`src/rtl/dmem_port_arbiter.sv`:
```
// Two-port round-robin front end for a single-port word memory.
// Sub-word stores are read-modify-write; loads are lane-extracted and sign/zero extended.
module dmem_port_arbiter #(
  parameter int ADDR_WIDTH = 10,
  parameter int DATA_WIDTH = 32
) (
  input  logic                  clk,
  input  logic                  rst_n,
  input  logic                  p0_req_valid,
  output logic                  p0_req_ready,
  input  logic                  p0_req_we,
  input  logic [1:0]            p0_req_size,
  input  logic                  p0_req_unsigned,
  input  logic [ADDR_WIDTH+1:0] p0_req_addr,
  input  logic [DATA_WIDTH-1:0] p0_req_wdata,
  output logic                  p0_rsp_valid,
  output logic [DATA_WIDTH-1:0] p0_rsp_rdata,
  output logic                  p0_rsp_err,
  input  logic                  p1_req_valid,
  output logic                  p1_req_ready,
  input  logic                  p1_req_we,
  input  logic [1:0]            p1_req_size,
  input  logic                  p1_req_unsigned,
  input  logic [ADDR_WIDTH+1:0] p1_req_addr,
  input  logic [DATA_WIDTH-1:0] p1_req_wdata,
  output logic                  p1_rsp_valid,
  output logic [DATA_WIDTH-1:0] p1_rsp_rdata,
  output logic                  p1_rsp_err,
  output logic                  mem_we,
  output logic [ADDR_WIDTH-1:0] mem_addr,
  output logic [DATA_WIDTH-1:0] mem_wdata,
  input  logic [DATA_WIDTH-1:0] mem_rdata
);
  localparam int NUM_LANES = DATA_WIDTH / 8;
  localparam int AW        = ADDR_WIDTH + 2;

  typedef struct packed {
    logic                  we;
    logic [1:0]            size;
    logic                  uns;
    logic [AW-1:0]         addr;
    logic [DATA_WIDTH-1:0] wdata;
  } req_t;

  typedef enum logic [1:0] {IDLE, READ, WRITE, RESP} state_t;

  state_t                state, state_nxt;
  req_t                  req_q, req_in;
  logic                  owner_q, last_grant, err_q;
  logic [DATA_WIDTH-1:0] word_q;
  logic                  grant0, grant1, acc, bad_in;

  // Tie goes to whichever port was not served last.
  assign grant0 = (state == IDLE) && p0_req_valid && (!p1_req_valid || last_grant);
  assign grant1 = (state == IDLE) && p1_req_valid && (!p0_req_valid || !last_grant);
  assign acc    = grant0 || grant1;
  assign p0_req_ready = grant0;
  assign p1_req_ready = grant1;

  assign req_in = grant1 ?
    '{we: p1_req_we, size: p1_req_size, uns: p1_req_unsigned, addr: p1_req_addr, wdata: p1_req_wdata} :
    '{we: p0_req_we, size: p0_req_size, uns: p0_req_unsigned, addr: p0_req_addr, wdata: p0_req_wdata};

  always_comb begin
    bad_in = 1'b0;
    case (req_in.size)
      2'b01:   bad_in = req_in.addr[0];
      2'b10:   bad_in = |req_in.addr[1:0];
      2'b11:   bad_in = 1'b1;
      default: bad_in = 1'b0;
    endcase
  end

  always_comb begin
    state_nxt = state;
    case (state)
      IDLE: if (acc) begin
        if (bad_in)                                 state_nxt = RESP;
        else if (!req_in.we || req_in.size != 2'b10) state_nxt = READ;
        else                                        state_nxt = WRITE;
      end
      READ:    state_nxt = req_q.we ? WRITE : RESP;
      WRITE:   state_nxt = RESP;
      RESP:    state_nxt = IDLE;
      default: state_nxt = IDLE;
    endcase
  end

  always_ff @(posedge clk or negedge rst_n) begin
    if (!rst_n) begin
      state      <= IDLE;
      req_q      <= '0;
      owner_q    <= 1'b0;
      last_grant <= 1'b1;
      err_q      <= 1'b0;
      word_q     <= '0;
    end else begin
      state <= state_nxt;
      if (acc) begin
        req_q      <= req_in;
        owner_q    <= grant1;
        last_grant <= grant1;
        err_q      <= bad_in;
      end
      if (state == READ) word_q <= mem_rdata;
    end
  end

  // Store merge: replicate store data across lanes, then pick per-lane by byte enable.
  logic [NUM_LANES-1:0]        be;
  logic [NUM_LANES-1:0][7:0]   rep, merged, wlanes;

  assign wlanes = word_q;

  always_comb begin
    be  = '1;
    rep = req_q.wdata;
    case (req_q.size)
      2'b00: begin
        be  = NUM_LANES'(1) << req_q.addr[1:0];
        rep = {NUM_LANES{req_q.wdata[7:0]}};
      end
      2'b01: begin
        be  = req_q.addr[1] ? NUM_LANES'(4'b1100) : NUM_LANES'(4'b0011);
        rep = {(NUM_LANES/2){req_q.wdata[15:0]}};
      end
      default: ;
    endcase
  end

  for (genvar i = 0; i < NUM_LANES; i++) begin : g_lane
    assign merged[i] = be[i] ? rep[i] : wlanes[i];
  end

  assign mem_we    = (state == WRITE);
  assign mem_addr  = (state == READ || state == WRITE) ? req_q.addr[AW-1:2] : '0;
  assign mem_wdata = (state == WRITE) ? merged : '0;

  logic [7:0]            ld_b;
  logic [15:0]           ld_h;
  logic [DATA_WIDTH-1:0] ld_data, rsp_data;

  assign ld_b = wlanes[req_q.addr[1:0]];
  assign ld_h = req_q.addr[1] ? word_q[31:16] : word_q[15:0];

  always_comb begin
    case (req_q.size)
      2'b00:   ld_data = {{(DATA_WIDTH-8){!req_q.uns && ld_b[7]}}, ld_b};
      2'b01:   ld_data = {{(DATA_WIDTH-16){!req_q.uns && ld_h[15]}}, ld_h};
      default: ld_data = word_q;
    endcase
  end

  assign rsp_data = (state == RESP && !req_q.we && !err_q) ? ld_data : '0;

  assign p0_rsp_valid = (state == RESP) && !owner_q;
  assign p1_rsp_valid = (state == RESP) && owner_q;
  assign p0_rsp_rdata = p0_rsp_valid ? rsp_data : '0;
  assign p1_rsp_rdata = p1_rsp_valid ? rsp_data : '0;
  assign p0_rsp_err   = p0_rsp_valid && err_q;
  assign p1_rsp_err   = p1_rsp_valid && err_q;

endmodule

```
`config.mk`:
```
export PLATFORM = sky130hd
export DESIGN_NAME = dmem_port_arbiter
export DESIGN_NICKNAME = d
export VERILOG_FILES = /design/src/rtl/dmem_port_arbiter.sv
export SDC_FILE = /design/constraint.sdc
export NUM_CORES = 1
export LEC_CHECK = 0
export ABC_AREA = 1
export ABC_CLOCK_PERIOD_IN_PS = 4080
export BUFFER_PORTS_ARGS = -buffer_cell sky130_fd_sc_hd__buf_2
export CAP_MARGIN = 10
export CORE_MARGIN = 2
export CORE_UTILIZATION = 36
export CTS_CLUSTER_SIZE = 16
export DETAILED_ROUTE_END_ITERATION = 10
export HOLD_SLACK_MARGIN = 0.03
export PLACE_DENSITY = 0.65
export SLEW_MARGIN = 5
export SYNTH_ARGS = -nofsm -noshare
export SYNTH_HDL_FRONTEND = slang
export SYNTH_SLANG_ARGS = --single-unit
```
`constraint.sdc`:
```
create_clock -name clk -period 4.08 [get_ports clk]
set_input_delay 0.408 -clock clk [delete_from_list [all_inputs] [get_ports clk]]
set_output_delay 0.408 -clock clk [all_outputs]
set_load 0.005 [all_outputs]
```
==> out/results.ini <==
[status]
status = finished clean

[yosys]
async_flop_share = 1.00
yosys-top-cells-count = nand2_1 (218), nor2_1 (145), o21ai_0 (102)
synth_area_um2 = 5570
synth_ff_type = dfrtp_1
yosysWarnings = 0
synthDominantCellAreaShare = 0.377
ys_ff_latch = 85
ys_types = 33
postSynthCellCount = 847
synth_edf_count = 0
synthTopCellsByArea = dfrtp_1 (38%), nand2_1 (15%), nor2_1 (9.8%), o21ai_0 (9.2%), a21oi_1 (5.8%)
yosysMostFrequentCell = nand2_1
synth_top_cell_by_area = dfrtp_1
synth-seq-area-share = 0.382
mappedNetlistNets = 984
syn_avg_cell_area_um2 = 6.58

[critical_path]
cp-end-kind = primary output
critPathMaxFanout = 16
cp-start-kind = flip-flop
reg2regPathDepth = 7
path_class = reg2out
crit_slowest_cell = o211ai_1
cp.required_ns = 3.67
cp.arrival_ns = 2.69
path_cells = nand2_1 -> o211ai_1 -> o21ai_0 -> o21ai_0 -> nor2_1 -> buf_2
critPathMaxStageDelay_ns = 0.95
crit_top_cell = o21ai_0

[worst_hold_path]
min_path_type = in2async

[clock_tree]
clk_latency_ns = 0.35
clk_pin_slew_ns = 0.07
clockBufferDepth = 2
cts.sinks = 85
postCtsSetupRepairBufs = 0
htreeDepth = 3
numCtsBuffers = 9
cts_hold_repair.buffers = 0
postCtsResizedCells = 0
cts_tree = done
cts_root_buf = clkbuf_16

[grt]
grt_pass1_vias = 5938
grt_pass1_wl_mm = 31.7
top_usage_layer = met2
gr-total-overflow = 0
grt_util_all_layers = 0.249
antenna_found_initial = 0
grtUsageMet1 = 0.330
grt_max_degree = 86
grt_use_met3 = 0.0495
grtUsageMet2 = 0.403

[power_and_ir_drop]
leakage_uw = 0.00388
power_density_nw_per_um2 = 794
ir_drop_v = 0.000355
p_total_uw = 5740

[route]
vias = 6460
drtIter0Drc = 444
firstDrtPassIters = 5
vias_per_cell = 5.16
drt_wl_total_mm = 20.7
drc = 0
drt-wirelength-per-cell_um = 16.5
final_antenna_net_count = 0

[sta]
hold_violations = 0
rsz0062_at_grt = no
slew_violations = 0
tightest_slew_ns = 1.14
hold_ws_ns = 0.0211
max_freq_ghz = 0.323
fin_tns_setup_ns = 0
maxSlewHeadroom = 0.234
skew_ns = 0.00539
setup_viol = 0
fin_crit_ns = 3.10
min_period_over_period = 0.760

[cells_and_area]
area_growth_pct = 29.8
nNetsFinal = 1197
diodes = 0
nFillCells = 1636
ff_latch_area_um2 = 2130
drive_gt1_frac = 0.273
multi_input_area_um2 = 2900

[die]
rows = 45
start_util = 0.368
io_pins = 245
die-area_um2 = 16500
die_y_um = 128
die_w_um = 128
design.core.area_um2 = 15100

[place]
port_buffers = 244
place_hpwl_mm = 15.5
globalplace.congestion = 0.888

[job]
cap_viol_max_count = 0

==> where the power goes <==
group          total (uW)  internal [uW]  switching [uW]
sequential           1650           1290             366
clock                 967            602             365
combinational        3120           1010            2110
total                5740           2900            2840
==> per-stage QoR <==
step	setup slack (ns)	cell area, um^2	utilization	std cells
floorplan	2.19	5570	-	847
global placement	1.48	6850	0.452	1236
detailed placement	1.41	6850	0.452	1236
CTS	1.02	7200	0.475	1252
global route	0.722	7230	0.477	1253
finish	0.980	7230	0.477	1253
==> final cells by class <==
cell class / count / area share
multi-input combinational: 630 / 0.402
sequential: 85 / 0.294
timing repair buffer: 252 / 0.180
inverter: 82 / 0.0429
tap: 188 / 0.0325
clock buffer: 9 / 0.0312
clock inverter: 7 / 0.0170
==> per-layer routing <==
metal	share of wire	wire length, um	vias up
met3	0.070	1450	37
met2	0.47	9730	238
met1	0.43	8980	3030
met5	0	0	-
li1	-	-	3155
met4	0.027	566	0
==> state kept, by name, summed over array words and instances, names as in the netlist <==
register and count:
err_q 1, last_grant 1, state 2, wlanes 32, req_q 48, owner_q 1
==> worst max-delay path: cells and delay by family, from the launching register on <==
| family | cells | cell delay, ns |
|---|---|---|
| and+or+nand+nor | 2 | 0.32 |
| DFF | 1 | 0.51 |
| AOI/OAI and AO/OA | 3 | 1.37 |
| buffers and inverters | 1 | 0.14 |
==> placed cells by master, fill, tap and decap left out, types with 4 or more instances in the layout <==
master	synthesis	final
a211oi_1	8	8
inv_2	4	4
o21ai_1	4	4
o22ai_1	25	25
inv_1	75	75
dfrtp_1	84	84
nand3_1	39	39
nand2_1	218	217
buf_4	2	8
buf_2	10	243
clkbuf_16	0	9
nor2_1	145	144
o21ai_0	102	102
ha_1	5	5
a21oi_1	65	65
==> worst paths after layout <==
kind	startpoint	endpoint	slack [ns]
setup / recovery	req_q[33]	mem_wdata[25]	0.98
hold / removal	rst_n	req_q[36]	0.02
setup reg to reg	state[0]	req_q[12]	1.57
hold reg to reg	req_q[37]	req_q[37]	0.49
max in group asynchronous	rst_n	last_grant	3.41
min in group clk	mem_rdata[4]	wlanes[4]	0.26
==> cells by family after synthesis <==
group,Yosys count,share of synthesized area
flops,85,0.382
simple gates,412,0.297
fa+ha+maj,5,0.0112
compound gates,213,0.208
buf+inv,132,0.101
Note: power is estimated with default switching activity, not from simulation.
